$ cat config.mk
export PLATFORM = sky130hd
export DESIGN_NAME = wr_flag_gen_flat
export DESIGN_NICKNAME = d
export VERILOG_FILES = /design/src/rtl/fifo_flag_pkg.sv /design/src/rtl/wr_flag_gen_if.sv /design/src/rtl/ptr_gray2bin.sv /design/src/rtl/wr_flag_gen.sv /design/src/flat_wrapper.sv
export SDC_FILE = /design/constraint.sdc
export NUM_CORES = 1
export LEC_CHECK = 0
export CORE_ASPECT_RATIO = 0.75
export CORE_MARGIN = 4
export CORE_UTILIZATION = 48
export CTS_CLUSTER_DIAMETER = 200
export DETAILED_ROUTE_END_ITERATION = 12
export HOLD_SLACK_MARGIN = 0.05
export PLACE_DENSITY = 0.79
export REMOVE_ABC_BUFFERS = 1
export SYNTH_ARGS = -nofsm -noshare
export SYNTH_HDL_FRONTEND = slang
export SYNTH_SLANG_ARGS = --single-unit
$ cat constraint.sdc
create_clock -name clk_w -period 4.2 [get_ports clk_w]
set_input_delay 1.26 -clock clk_w [delete_from_list [all_inputs] [get_ports clk_w]]
set_output_delay 1.26 -clock clk_w [all_outputs]
set_load 0.01 [all_outputs]
$ cat src/rtl/fifo_flag_pkg.sv
// Shared types and pointer helpers for the async-FIFO flag blocks.
// Gray/binary helpers work on 32-bit containers; callers cast to their pointer width.
package fifo_flag_pkg;

    typedef enum logic [1:0] {
        NORMAL = 2'd0,
        ALMOST = 2'd1,
        FULL   = 2'd2
    } af_state_t;

    function automatic int depth_of(input int addr_w);
        return 1 << addr_w;
    endfunction

    function automatic logic [31:0] bin2gray(input logic [31:0] b);
        return b ^ (b >> 1);
    endfunction

    // Prefix-XOR from the MSB down; zero upper bits leave narrower widths unaffected.
    function automatic logic [31:0] gray2bin(input logic [31:0] g);
        logic [31:0] b;
        b = g;
        b = b ^ (b >> 1);
        b = b ^ (b >> 2);
        b = b ^ (b >> 4);
        b = b ^ (b >> 8);
        b = b ^ (b >> 16);
        return b;
    endfunction

endpackage

$ cat src/rtl/wr_flag_gen_if.sv
// Write-client / flag bus of the write-domain flag generator.
// WR_FLAG_WRAP_CNT_EN adds the saturating wrap counter signal.
interface wr_flag_gen_if #(
    parameter int ADDR_W = 4
);
    logic              wr_req;
    logic [ADDR_W:0]   rd_ptr_gray_s;
    logic              wr_ack;
    logic [ADDR_W-1:0] wr_addr;
    logic [ADDR_W:0]   wr_ptr_gray;
    logic [ADDR_W:0]   level;
    logic              full;
    logic              alm_full;
    logic              alm_full_dly;
    logic              wrap_pulse;
`ifdef WR_FLAG_WRAP_CNT_EN
    logic [15:0]       wrap_cnt;

    modport master (
        output wr_req, rd_ptr_gray_s,
        input  wr_ack, wr_addr, wr_ptr_gray, level, full, alm_full,
               alm_full_dly, wrap_pulse, wrap_cnt
    );
    modport slave (
        input  wr_req, rd_ptr_gray_s,
        output wr_ack, wr_addr, wr_ptr_gray, level, full, alm_full,
               alm_full_dly, wrap_pulse, wrap_cnt
    );
`else
    modport master (
        output wr_req, rd_ptr_gray_s,
        input  wr_ack, wr_addr, wr_ptr_gray, level, full, alm_full,
               alm_full_dly, wrap_pulse
    );
    modport slave (
        input  wr_req, rd_ptr_gray_s,
        output wr_ack, wr_addr, wr_ptr_gray, level, full, alm_full,
               alm_full_dly, wrap_pulse
    );
`endif
endinterface

$ cat src/rtl/ptr_gray2bin.sv
// Combinational Gray-to-binary converter, shared by the write and read flag blocks.
module ptr_gray2bin #(
    parameter int W = 5
) (
    input  logic [W-1:0] i_gray,
    output logic [W-1:0] o_bin
);
    for (genvar i = 0; i < W; i++) begin : g_bit
        assign o_bin[i] = ^i_gray[W-1:i];
    end
endmodule

$ cat src/rtl/wr_flag_gen.sv
// Write-domain pointer and flag generator for the async FIFO.
// Optional macro WR_FLAG_WRAP_CNT_EN adds a saturating 16-bit wrap counter.
module wr_flag_gen
    import fifo_flag_pkg::*;
#(
    parameter int ADDR_W     = 4,
    parameter int AF_SET     = 12,
    parameter int AF_HYST    = 2,
    parameter int DLY_STAGES = 1
) (
    input logic          clk_w,
    input logic          rst_w,
    wr_flag_gen_if.slave bus
);
    localparam int              DEPTH     = depth_of(ADDR_W);
    localparam int              PW        = ADDR_W + 1;
    localparam logic [PW-1:0]   DEPTH_L   = PW'(DEPTH);
    localparam logic [PW-1:0]   AF_SET_L  = PW'(AF_SET);
    localparam logic [PW-1:0]   AF_CLR_L  = PW'(AF_SET - AF_HYST);
    localparam logic [ADDR_W-1:0] LAST_ADDR = ADDR_W'(DEPTH - 1);

    logic [PW-1:0]         r_wr_bin;
    logic [PW-1:0]         r_wr_ptr_gray;
    logic [PW-1:0]         r_level;
    logic                  r_full;
    logic                  r_wrap_pulse;
    logic [DLY_STAGES-1:0] r_af_dly;
    af_state_t             r_state;

    logic [PW-1:0]         w_rd_bin;
    logic [PW-1:0]         w_wr_bin_next;
    logic [PW-1:0]         w_level_next;
    logic                  w_wr_ack;
    logic                  w_alm_full;
    af_state_t             w_state_next;

    ptr_gray2bin #(.W(PW)) u_rd_g2b (
        .i_gray (bus.rd_ptr_gray_s),
        .o_bin  (w_rd_bin)
    );

    assign w_wr_ack      = bus.wr_req & ~r_full & ~rst_w;
    assign w_wr_bin_next = r_wr_bin + {{ADDR_W{1'b0}}, w_wr_ack};
    // Using the post-push pointer lets full register together with the last pointer.
    assign w_level_next  = w_wr_bin_next - w_rd_bin;

    always_ff @(posedge clk_w or posedge rst_w) begin
        if (rst_w) begin
            r_wr_bin      <= '0;
            r_wr_ptr_gray <= '0;
            r_level       <= '0;
            r_full        <= 1'b0;
            r_wrap_pulse  <= 1'b0;
        end else begin
            r_wr_bin      <= w_wr_bin_next;
            r_wr_ptr_gray <= PW'(bin2gray(32'(w_wr_bin_next)));
            r_level       <= w_level_next;
            r_full        <= (w_level_next == DEPTH_L);
            r_wrap_pulse  <= w_wr_ack & (r_wr_bin[ADDR_W-1:0] == LAST_ADDR);
        end
    end

    always_ff @(posedge clk_w or posedge rst_w) begin
        if (rst_w) begin
            r_state <= NORMAL;
        end else begin
            r_state <= w_state_next;
        end
    end

    always_comb begin
        w_state_next = r_state;
        case (r_state)
            NORMAL: begin
                if (w_level_next == DEPTH_L) begin
                    w_state_next = FULL;
                end else if (w_level_next >= AF_SET_L) begin
                    w_state_next = ALMOST;
                end
            end
            ALMOST: begin
                if (w_level_next == DEPTH_L) begin
                    w_state_next = FULL;
                end else if (w_level_next < AF_CLR_L) begin
                    w_state_next = NORMAL;
                end
            end
            FULL: begin
                if (w_level_next < AF_CLR_L) begin
                    w_state_next = NORMAL;
                end else if (w_level_next < DEPTH_L) begin
                    w_state_next = ALMOST;
                end
            end
            default: w_state_next = NORMAL;
        endcase
    end

    always_comb begin
        w_alm_full = (r_state != NORMAL);
    end

    always_ff @(posedge clk_w or posedge rst_w) begin
        if (rst_w) begin
            r_af_dly <= '0;
        end else begin
            r_af_dly[0] <= w_alm_full;
            for (int i = 1; i < DLY_STAGES; i++) begin
                r_af_dly[i] <= r_af_dly[i-1];
            end
        end
    end

`ifdef WR_FLAG_WRAP_CNT_EN
    logic [15:0] r_wrap_cnt;

    always_ff @(posedge clk_w or posedge rst_w) begin
        if (rst_w) begin
            r_wrap_cnt <= '0;
        end else if (r_wrap_pulse && (r_wrap_cnt != 16'hFFFF)) begin
            r_wrap_cnt <= r_wrap_cnt + 16'd1;
        end
    end

    assign bus.wrap_cnt = r_wrap_cnt;
`endif

    assign bus.wr_ack       = w_wr_ack;
    assign bus.wr_addr      = r_wr_bin[ADDR_W-1:0];
    assign bus.wr_ptr_gray  = r_wr_ptr_gray;
    assign bus.level        = r_level;
    assign bus.full         = r_full;
    assign bus.alm_full     = w_alm_full;
    assign bus.alm_full_dly = r_af_dly[DLY_STAGES-1];
    assign bus.wrap_pulse   = r_wrap_pulse;

endmodule

$ cat src/flat_wrapper.sv
// flat-port wrapper written by rule: the top's interface ports become plain ports
module wr_flag_gen_flat import fifo_flag_pkg::*;
#(
    parameter int ADDR_W     = 4,
    parameter int AF_SET     = 12,
    parameter int AF_HYST    = 2,
    parameter int DLY_STAGES = 1
)
  (clk_w, rst_w, bus_wr_req, bus_rd_ptr_gray_s, bus_wr_ack, bus_wr_addr, bus_wr_ptr_gray, bus_level, bus_full, bus_alm_full, bus_alm_full_dly, bus_wrap_pulse);
  wr_flag_gen_if #(.ADDR_W(ADDR_W)) bus_i ();
  input logic clk_w;
  input logic rst_w;
  input wire logic [$bits(bus_i.wr_req)-1:0] bus_wr_req;
  input wire logic [$bits(bus_i.rd_ptr_gray_s)-1:0] bus_rd_ptr_gray_s;
  output wire logic [$bits(bus_i.wr_ack)-1:0] bus_wr_ack;
  output wire logic [$bits(bus_i.wr_addr)-1:0] bus_wr_addr;
  output wire logic [$bits(bus_i.wr_ptr_gray)-1:0] bus_wr_ptr_gray;
  output wire logic [$bits(bus_i.level)-1:0] bus_level;
  output wire logic [$bits(bus_i.full)-1:0] bus_full;
  output wire logic [$bits(bus_i.alm_full)-1:0] bus_alm_full;
  output wire logic [$bits(bus_i.alm_full_dly)-1:0] bus_alm_full_dly;
  output wire logic [$bits(bus_i.wrap_pulse)-1:0] bus_wrap_pulse;
  assign bus_i.wr_req = bus_wr_req;
  assign bus_i.rd_ptr_gray_s = bus_rd_ptr_gray_s;
  assign bus_wr_ack = bus_i.wr_ack;
  assign bus_wr_addr = bus_i.wr_addr;
  assign bus_wr_ptr_gray = bus_i.wr_ptr_gray;
  assign bus_level = bus_i.level;
  assign bus_full = bus_i.full;
  assign bus_alm_full = bus_i.alm_full;
  assign bus_alm_full_dly = bus_i.alm_full_dly;
  assign bus_wrap_pulse = bus_i.wrap_pulse;
  wr_flag_gen #(.ADDR_W(ADDR_W), .AF_SET(AF_SET), .AF_HYST(AF_HYST), .DLY_STAGES(DLY_STAGES)) u_core (.clk_w(clk_w), .rst_w(rst_w), .bus(bus_i));
endmodule
### After elaboration in Yosys (flattened, before gate mapping)

Cells that the tools add are included.

| cells by class | value |
|---|---|
| multipliers | 0 |
| reductions and logical operators | 7 |
| mux-type cells | 7 |
| divide/modulo/power cells | 0 |
| add/subtract/negate cells | 2 |
| equal/unequal tests | 7 |
| bitwise gates (word level) | 6 |
| $lt $le $gt $ge | 3 |
| shifts and indexed selects | 0 |

Operator list:

| operator | number |
|---|---|
| $mux W2 | 6 |
| $ne A3 B1 Y1 const B | 3 |
| $pmux W2 S3 | 1 |
| $add A5 B1 Y5 | 1 |
| $eq A5 B5 Y1 const B | 1 |
| $ge A5 B4 Y1 const B | 1 |
| $lt A5 B4 Y1 const B | 1 |
| $lt A5 B5 Y1 const B | 1 |
| $reduce_xor A5 Y1 | 1 |
| $sub A5 B5 Y5 | 1 |
| $xor A5 B4 Y5 | 1 |
| $eq A4 B4 Y1 const B | 1 |
| $reduce_xor A4 Y1 | 1 |
| $and A1 B1 Y1 | 3 |
| $reduce_and A3 Y1 | 1 |
| $reduce_xor A3 Y1 | 1 |
| $eq A2 B1 Y1 const B | 1 |
| $eq A2 B2 Y1 const B | 1 |
| $logic_not A2 Y1 | 1 |
| $not A1 Y1 | 2 |
| $reduce_bool A2 Y1 | 1 |
| $reduce_xor A2 Y1 | 1 |

| word-level totals | value |
|---|---|
| bits in registers | 20 |
| memories | 0 |
| bits in writable memories | 0 |
| latch bits | 0 |
| logic and storage cells | 39 |
| bits of input ports | 8 |
| output and inout port bits | 19 |
| ROM bits | 0 |

### Logic depth before layout (Yosys ltp)

Gate-level depths: netlist (run 1).

| logic depth | value |
|---|---|
| depth after elaboration | 9 |
| gate-level depth with buffers | 12 |

### Modules after synthesis

From an unflattened synthesis (run 1), not the netlist that was laid out.

| second synthesis, totals | value |
|---|---|
| cell total of the unflattened synthesis | 85 |
| area, all modules | 993.5 um^2 |

By module, submodules not included:

| module | instances | area an instance (um^2) | cells an instance |
|---|---|---|---|
| wr_flag_gen | 1 | 920.9 | 79 |
| ptr_gray2bin | 1 | 72.6 | 6 |

### Worst setup path after synthesis (run 1)

OpenSTA, ideal clock, no wires.

| timing path | value |
|---|---|
| kind | in2reg |
| start | in rst_w |
| end | reg u_core.r_state[0] |
| cell stages on the path | 12 |
| required time | 4.075 ns |
| data arrival time | 4.059 ns |
| buffers on the path | 0 |
| setup slack | 0.017 ns |
| setup time | 0.125 ns |
| path through | nor3b_1 -> ha_1 -> ha_1 -> xnor2_2 -> inv_2 -> ha_1 -> a22oi_1 -> nor2_1 -> a2111oi_4 -> xnor2_1 -> or3_4 -> o2bb2ai_1 |

| on the way | value |
|---|---|
| longest elaborated chain between the ends | 7 |
| elaborated cells on any way between the ends | 16 |
| those cells by class | add/sub: 2; order compare: 3; eq/ne: 4; mux: 4; bitwise: 2; reduce/logical: 1 |

RTL lines:

| item | line | text |
|---|---|---|
| from (decl) | flat_wrapper.sv:12 | `input logic rst_w;` |
| $not A1 Y1 (*) | wr_flag_gen.sv:42 | `assign w_wr_ack = bus.wr_req & ~r_full & ~rst_w;` |
| $and A1 B1 Y1 (*) | wr_flag_gen.sv:42 |  |
| $add A5 B1 Y5 (*) | wr_flag_gen.sv:43 | `assign w_wr_bin_next = r_wr_bin + {{ADDR_W{1'b0}}, w_wr_ack};` |
| via u_core.w_wr_bin_next[2] | wr_flag_gen.sv:31 | `logic [PW-1:0] w_wr_bin_next;` |
| $sub A5 B5 Y5 (*) | wr_flag_gen.sv:45 | `assign w_level_next = w_wr_bin_next - w_rd_bin;` |
| via u_core.w_level_next[3] | wr_flag_gen.sv:32 | `logic [PW-1:0] w_level_next;` |
| $lt A5 B5 Y1, or another cell as far along | wr_flag_gen.sv:91 | `end else if (w_level_next < DEPTH_L) begin` |
| $ne A3 B1 Y1 (no source line), or another cell as far along | -- |  |
| $reduce_and A3 Y1 (no source line) or $pmux W2 S3 (tied branches) | -- |  |
| to (signal assigned) | wr_flag_gen.sv:67 | `r_state <= w_state_next;` |
| to (decl) | wr_flag_gen.sv:28 | `af_state_t r_state;` |

The timed path passes the listed nets; every way through them passes the cells marked *.
A chain may end at the register's enable or synchronous reset.

### Final worst setup path (run 1)

| timing path | value |
|---|---|
| start | in bus_wr_req |
| end | reg u_core.r_state[0] |

| on the way | value |
|---|---|
| longest elaborated chain between the ends | 7 |
| elaborated cells on any way between the ends | 16 |
| those cells by class | add/sub: 2; order compare: 3; eq/ne: 4; mux: 4; bitwise: 2; reduce/logical: 1 |

RTL lines:

| item | line | text |
|---|---|---|
| from (decl) | flat_wrapper.sv:13 | `input wire logic [$bits(bus_i.wr_req)-1:0] bus_wr_req;` |
| $and A1 B1 Y1 (*) (2 in series) | wr_flag_gen.sv:42 |  |
| $add A5 B1 Y5 (*) | wr_flag_gen.sv:43 |  |
| via u_core.w_wr_bin_next[2] | wr_flag_gen.sv:31 |  |
| $sub A5 B5 Y5 (*) | wr_flag_gen.sv:45 |  |
| via u_core.w_level_next[3] | wr_flag_gen.sv:32 |  |
| $lt A5 B5 Y1, or another cell as far along | wr_flag_gen.sv:91 |  |
| $ne A3 B1 Y1 (no source line), or another cell as far along | -- |  |
| $reduce_and A3 Y1 (no source line) or $pmux W2 S3 (tied branches) | -- |  |

Marks and branches as above.

==> results of run 1 <==
[layout make-up]
| type | instances | area [µm²] | share of cell area, % |
|---|---|---|---|
| inverters | 9 | 33.8 | 2.25 |
| clock buffers | 3 | 22.5 | 1.50 |
| repair buffers | 41 | 373 | 24.8 |
| well taps | 24 | 30.0 | 2.00 |
| multi-input cells | 61 | 563 | 37.5 |
| clock inverters | 1 | 5.00 | 0.333 |
| flip-flops and latches | 19 | 475 | 31.6 |
[placed cells by master, fill, tap and decap left out, types with 2 or more instances in the layout]
cell type / count
xnor2_2: 3
or3_1: 2
nand3_1: 4
buf_4: 15
xnor2_1: 10
xor2_1: 2
a21oi_1: 3
clkdlybuf4s50_1: 26
nor2_1: 5
dfrtp_1: 19
clkbuf_4: 3
or2_2: 2
a22oi_1: 2
nand2_1: 4
ha_1: 6
inv_1: 8
[stage by stage]
| step | setup TNS, ps | cell area [µm²] | total power [mW] |
|---|---|---|---|
| after CTS | 0 | 1500 | 1.33 |
| final | 0 | 1500 | 1.33 |
| after floorplan | 0 | 1060 | 0.824 |
| after detailed placement | -464 | 1470 | 1.24 |
| after global routing | 0 | 1500 | 1.43 |
| after global placement | -191 | 1470 | 1.20 |
[state kept, by name (all words and copies together) (netlist names)]
name / count
u_core.bus.level: 5
u_core.r_state: 2
u_core.bus.alm_full_dly: 1
u_core.r_wr_bin: 5
u_core.bus.wrap_pulse: 1
u_core.bus.full: 1
u_core.bus.wr_ptr_gray: 4
[critical path: stages]
cell and delay (ps):
clkdlybuf4s50_1 450, nor3b_2 200, ha_1 180, ha_2 200
xnor2_2 140, inv_2 60, ha_1 320, a22oi_1 190
nor2_1 90, a2111oi_4 350, xnor2_1 130, or3_4 410
o2bb2ai_1 150
[path summary, 6_finish.rpt]
check	from	end	slack [ps]	cells after the start
worst min register to register	u_core.r_state[0]$_DFFE_PP0P_	u_core.bus.alm_full_dly$_DFF_PP0_	540	1
worst max-delay path	bus_wr_req	u_core.r_state[0]$_DFFE_PP0P_	230	13
max in group asynchronous	rst_w	u_core.r_wr_bin[3]$_DFF_PP0_	2350	2
min in group asynchronous	rst_w	u_core.bus.wr_ptr_gray[0]$_DFF_PP0_	1420	2
worst min-delay path	u_core.r_state[0]$_DFFE_PP0P_	u_core.bus.alm_full_dly$_DFF_PP0_	540	1
worst max register to register	u_core.bus.full$_DFF_PP0_	u_core.r_state[0]$_DFFE_PP0P_	1230	12
[routing by layer]
| layer | track usage, % | wire [µm] | vias up |
|---|---|---|---|
| met5 | 0 | 0 | - |
| met4 | 4.24 | 19 | 0 |
| met3 | 3.69 | 94 | 2 |
| met2 | 29.0 | 1160 | 23 |
| met1 | 20.4 | 1000 | 387 |
| li1 | - | - | 395 |
[cell families (layout without fill, tap and decap cells)]
kind of cell | count (synthesis) | in the layout | synth area share, %
AOI/OAI and AO/OA | 12 | 12 | 11.6
xor gates and xnor gates | 17 | 17 | 18.9
adders and majority gates | 7 | 7 | 8.23
buffers and inverters | 9 | 54 | 3.17
DFF | 19 | 19 | 44.7
and+or+nand+nor | 25 | 25 | 13.4
[power by group]
group	internal [mW]	switching [mW]	leakage, nW
Clock	0.0355	0.0553	0.0177
Combinational	0.493	0.418	0.436
Sequential	0.274	0.0549	0.231
[timing repair]
item,in CTS,in global routing
endpoints found under the hold margin,0,0
gates resized for setup,0,2
setup endpoints to repair,0,3
==> flow_metrics.env, run 1 <==
export IMPL_initial_core_util_pct=52.0
export IMPL_rsz0062_at_grt="no"
export IMPL_crit_type="primary input to flop"
export IMPL_grt_first_pass_wirelength_um=4000
export IMPL_drv_cap=0
export IMPL_setup_viol=0
export IMPL_antenna_found_initial=0
export IMPL_finalClockSkew_ps=1.25
export IMPL_path_clk_slew_ps=100
export IMPL_final_hold_viol_count=0
export IMPL_antenna_cells=0
export IMPL_wire_per_inst_um=14.4
export IMPL_cts_sinks=19
export IMPL_clkLatencyLatePin_ps=290
export IMPL_holdBufCountCts=0
export IMPL_grt_pass1_vias=827
export IMPL_synth_area_leader_cell="dfrtp_1"
export IMPL_io_buffer_count=26
export IMPL_dp_cells=154
export IMPL_syn_area_mm2=0.00106
export IMPL_synth_top_area_share_pct=44.7
export IMPL_postRouteAntennaNets=0
export IMPL_dpl_worst_slack_ps=-181
export IMPL_ys_flop_type="dfrtp_1"
export IMPL_layout_nets=150
export IMPL_ys_seq_area_share_pct=44.7
export IMPL_synthCells=89
export IMPL_drive_gt1_share_pct=23.9
export IMPL_peakVddDrop_mv=0.636
export IMPL_period_share_pct=94.4
export IMPL_fmax_mhz=252
export IMPL_route_detailed_drc=0
export IMPL_vias=807
export IMPL_grt_usage_pct=16.5
export IMPL_finalWirelength_um=2270
export IMPL_die_w_um=62.4
export IMPL_ys_warn_count=0
export IMPL_path_max_fanout=3
export IMPL_cts_max_path_buffers=2
export IMPL_fin_util_pct=73.3
export IMPL_die_y_um=48.8
export IMPL_synth_area_leaders="dfrtp_1, ha_1, xnor2_1"
export IMPL_syn_area_per_cell_um2=12.0
export IMPL_io_pins=27
export IMPL_drv_slew=0
export IMPL_cts_buffers=3
export IMPL_status="completed"
export IMPL_synth_seq_cells=19
export IMPL_tritoncts="built"
export IMPL_setup_ws_ps=235
export IMPL_p_leak_nw=0.684
export IMPL_dieArea_mm2=0.00304
export IMPL_worstPathArrival_ps=4150
export IMPL_drt_iter0_drc=9
export IMPL_synthMostInstantiatedCell="dfrtp_1"
export IMPL_htree_levels=1
export IMPL_synthArstFlopShare_pct=100
export IMPL_overflow=0
export IMPL_period_needed_ps=3970
export IMPL_rows=14
export IMPL_synth_edf_count=0
export IMPL_hold_ws_ps=543
export IMPL_drtPass1Iterations=4
export IMPL_worstSetupStartpointType="primary input"
export IMPL_hold_path_class="flop to flop"
export IMPL_clockRootBuffer="clkbuf_4"
export IMPL_coreArea_mm2=0.00205
export IMPL_synth_distinct_cells=30
export IMPL_fill_cells=149
export IMPL_final_cells=158
export IMPL_power_density_mw_per_mm2=885
export IMPL_place_hpwl_um=1890
export IMPL_relSlewSlack_pct=54.3
export IMPL_cts_setup_buffers=0
export IMPL_worst_pin_slew_ps=685
export IMPL_synth_common_cells="dfrtp_1, xnor2_1, inv_1"
export IMPL_worst_ep_required_time_ps=4380
export IMPL_endpoint_kind="flop"
export IMPL_vias_per_cell=5.11
export IMPL_syn_to_final_growth_pct=41.1
export IMPL_grt_max_degree=20
export IMPL_gp_congestion=0.868
Note: power is estimated with default switching activity, not from simulation.
==> inputs of run 2 (changes only) <==
ABC_AREA = 1   (was not set)
CORE_UTILIZATION = 49   (was 48)
PLACE_DENSITY = 0.8   (was 0.79)
REMOVE_ABC_BUFFERS = not set   (was 1)
==> flow_metrics.env, run 2 <==
export IMPL_setup_viol=0
export IMPL_status="completed"
export IMPL_intPower_mw=0.660
export IMPL_cts_max_path_buffers=2
export IMPL_synth_area_leader_cell="dfrtp_1"
export IMPL_fill_cells=164
export IMPL_period_share_pct=90.4
export IMPL_drive_gt1_share_pct=12.6
export IMPL_holdBufCountCts=0
export IMPL_crit_type="primary input to primary output"
export IMPL_final_hold_viol_count=0
export IMPL_endpoint_kind="primary output"
export IMPL_p_leak_nw=0.776
export IMPL_cts_buffers=3
export IMPL_postRouteAntennaNets=0
export IMPL_ys_warn_count=0
export IMPL_synthArstFlopShare_pct=100
export IMPL_worst_ep_required_time_ps=2940
export IMPL_clockRootBuffer="clkbuf_4"
export IMPL_power_frac_clock_pct=7.6
export IMPL_synth_top_area_share_pct=41.6
export IMPL_syn_to_final_growth_pct=29.8
export IMPL_pwr_share_seq_pct=28.1
export IMPL_coreArea_mm2=0.00210
export IMPL_antenna_cells=0
export IMPL_vias=985
export IMPL_gp_congestion=0.761
export IMPL_die_y_um=49.8
export IMPL_initial_core_util_pct=54.4
export IMPL_setup_ws_ps=402
export IMPL_peakVddDrop_mv=0.399
export IMPL_htree_levels=1
export IMPL_dpl_worst_slack_ps=357
export IMPL_drv_cap=0
export IMPL_grt_pass1_vias=957
export IMPL_grt_max_degree=20
export IMPL_cts_sinks=19
export IMPL_synthCells=134
export IMPL_netSwitchingFraction_pct=44.2
export IMPL_cts_resized=0
export IMPL_synth_seq_cells=19
export IMPL_place_hpwl_um=1940
export IMPL_drt_iter0_drc=17
export IMPL_synth_edf_count=0
export IMPL_mostFrequentLayoutCells="nand2_1, clkdlybuf4s50_1, dfrtp_1"
export IMPL_ys_flop_type="dfrtp_1"
export IMPL_io_pins=27
export IMPL_syn_area_per_cell_um2=8.53
export IMPL_final_common_cell="nand2_1"
export IMPL_hold_path_class="flop to flop"
export IMPL_worst_pin_slew_ps=441
export IMPL_worstPathArrival_ps=2540
export IMPL_synth_distinct_cells=23
export IMPL_hold_ws_ps=470
export IMPL_finalWirelength_um=2290
export IMPL_finalClockSkew_ps=0.670
export IMPL_rsz0062_at_grt="no"
export IMPL_power_density_mw_per_mm2=798
export IMPL_placed_area_mm2=0.00146
export IMPL_drtPass1Iterations=4
export IMPL_power_frac_comb_pct=64.3
export IMPL_io_buffer_count=26
export IMPL_power_mw=1.18
export IMPL_synth_area_leaders="dfrtp_1, nand2_1, ha_1"
export IMPL_path_max_fanout=3
export IMPL_cts_setup_buffers=0
export IMPL_die_w_um=63.8
export IMPL_syn_area_mm2=0.00114
export IMPL_worstSetupStartpointType="primary input"
export IMPL_regArea_um2=475
export IMPL_rows=14
export IMPL_fmax_mhz=263
export IMPL_multi_input_area_um2=591
export IMPL_ys_seq_area_share_pct=41.6
export IMPL_synthMostInstantiatedCell="nand2_1"
export IMPL_antenna_found_initial=0
export IMPL_period_needed_ps=3800
export IMPL_path_clk_slew_ps=100
export IMPL_layout_nets=183
export IMPL_vias_per_cell=5.16
export IMPL_total_switching_power_mw=0.523
export IMPL_tritoncts="built"
export IMPL_grt_first_pass_wirelength_um=4060
export IMPL_relSlewSlack_pct=70.5
export IMPL_final_cell_area_mm2=0.00148
export IMPL_syn_nets=149
export IMPL_grt_usage_pct=16.4
export IMPL_dieArea_mm2=0.00318
export IMPL_synth_common_cells="nand2_1, dfrtp_1, inv_1"
export IMPL_clkLatencyLatePin_ps=290
export IMPL_overflow=0
export IMPL_tns_ps=0
export IMPL_drv_slew=0
export IMPL_route_detailed_drc=0
export IMPL_wire_per_inst_um=12.0
run 2: stage by stage:
stage | instances | utilization [%]
5_1_grt | 191 | 70.6
6_report | 191 | 70.6
3_5_place_dp | 187 | 69.3
4_1_cts | 191 | 70.6
2_1_floorplan | 134 | -
3_3_place_gp | 187 | 69.3
run 2: final timing paths:
path / startpoint / end / slack, ps / cells after the start
worst max-delay path: rst_w / bus_wr_ack / 400 / 5
worst min-delay path: u_core.bus.full$_DFF_PP0_ / u_core.bus.wrap_pulse$_DFF_PP0_ / 470 / 1
worst max register to register: u_core.bus.full$_DFF_PP0_ / u_core.r_state[0]$_DFFE_PP0P_ / 1730 / 17
worst min register to register: u_core.bus.full$_DFF_PP0_ / u_core.bus.wrap_pulse$_DFF_PP0_ / 470 / 1
max in group asynchronous: rst_w / u_core.bus.level[0]$_DFF_PP0_ / 2710 / 3
min in group asynchronous: rst_w / u_core.bus.wrap_pulse$_DFF_PP0_ / 1300 / 3
run 2: final cells by class:
| class | count | share of cell area (%) |
|---|---|---|
| multi-input cells | 95 | 39.8 |
| flip-flops and latches | 19 | 32.0 |
| repair buffers | 29 | 19.1 |
| inverters | 20 | 5.23 |
| well taps | 24 | 2.02 |
| clock buffers | 3 | 1.52 |
| clock inverters | 1 | 0.337 |
run 2: layer usage:
layer	wire length [µm]	vias up	part of all wire (%)	track usage, %
li1	-	487	-	-
met1	1010	458	44	20.0
met3	182	4	8.0	4.77
met2	1070	36	47	27.4
met5	0	-	0	0
met4	21	0	0.92	5.73
run 2: logic make-up (layout without fill, tap and decap cells):
group	Yosys count	count (layout)	synth area share, %
XOR/XNOR	12	12	11.5
adder cells (fa/ha/maj)	7	7	7.66
AO/OA/AOI/OAI	3	3	1.75
buffers and inverters	20	53	6.78
AND/OR/NAND/NOR	73	73	30.7
flip-flops	19	19	41.6
run 2: worst max-delay path, stage by stage:
cell and delay (ps):
clkdlybuf4s50_1 400, inv_1 70, nand2_1 60, nor2_1 180, clkdlybuf4s50_1 570
run 2: power groups by stage:
| stage | clock network (mW) | logic [mW] | registers, mW |
|---|---|---|---|
| detailed placement | 0 | 0.760 | 0.338 |
| finish | 0.0896 | 0.761 | 0.333 |
| global route | 0.105 | 0.841 | 0.346 |
| global placement | 0 | 0.734 | 0.333 |
| floorplan | 0 | 0.429 | 0.372 |
| CTS | 0.0930 | 0.764 | 0.334 |
==> inputs of run 3 (changes only) <==
ABC_AREA = not set   (was 1)
CAP_MARGIN = 20   (was not set)
CORE_UTILIZATION = 48   (was 49)
PLACE_DENSITY = 0.79   (was 0.8)
SLEW_MARGIN = 10   (was not set)
==> results of run 3 <==
The final DEF is identical to that of run 1; final timing and power are the same.
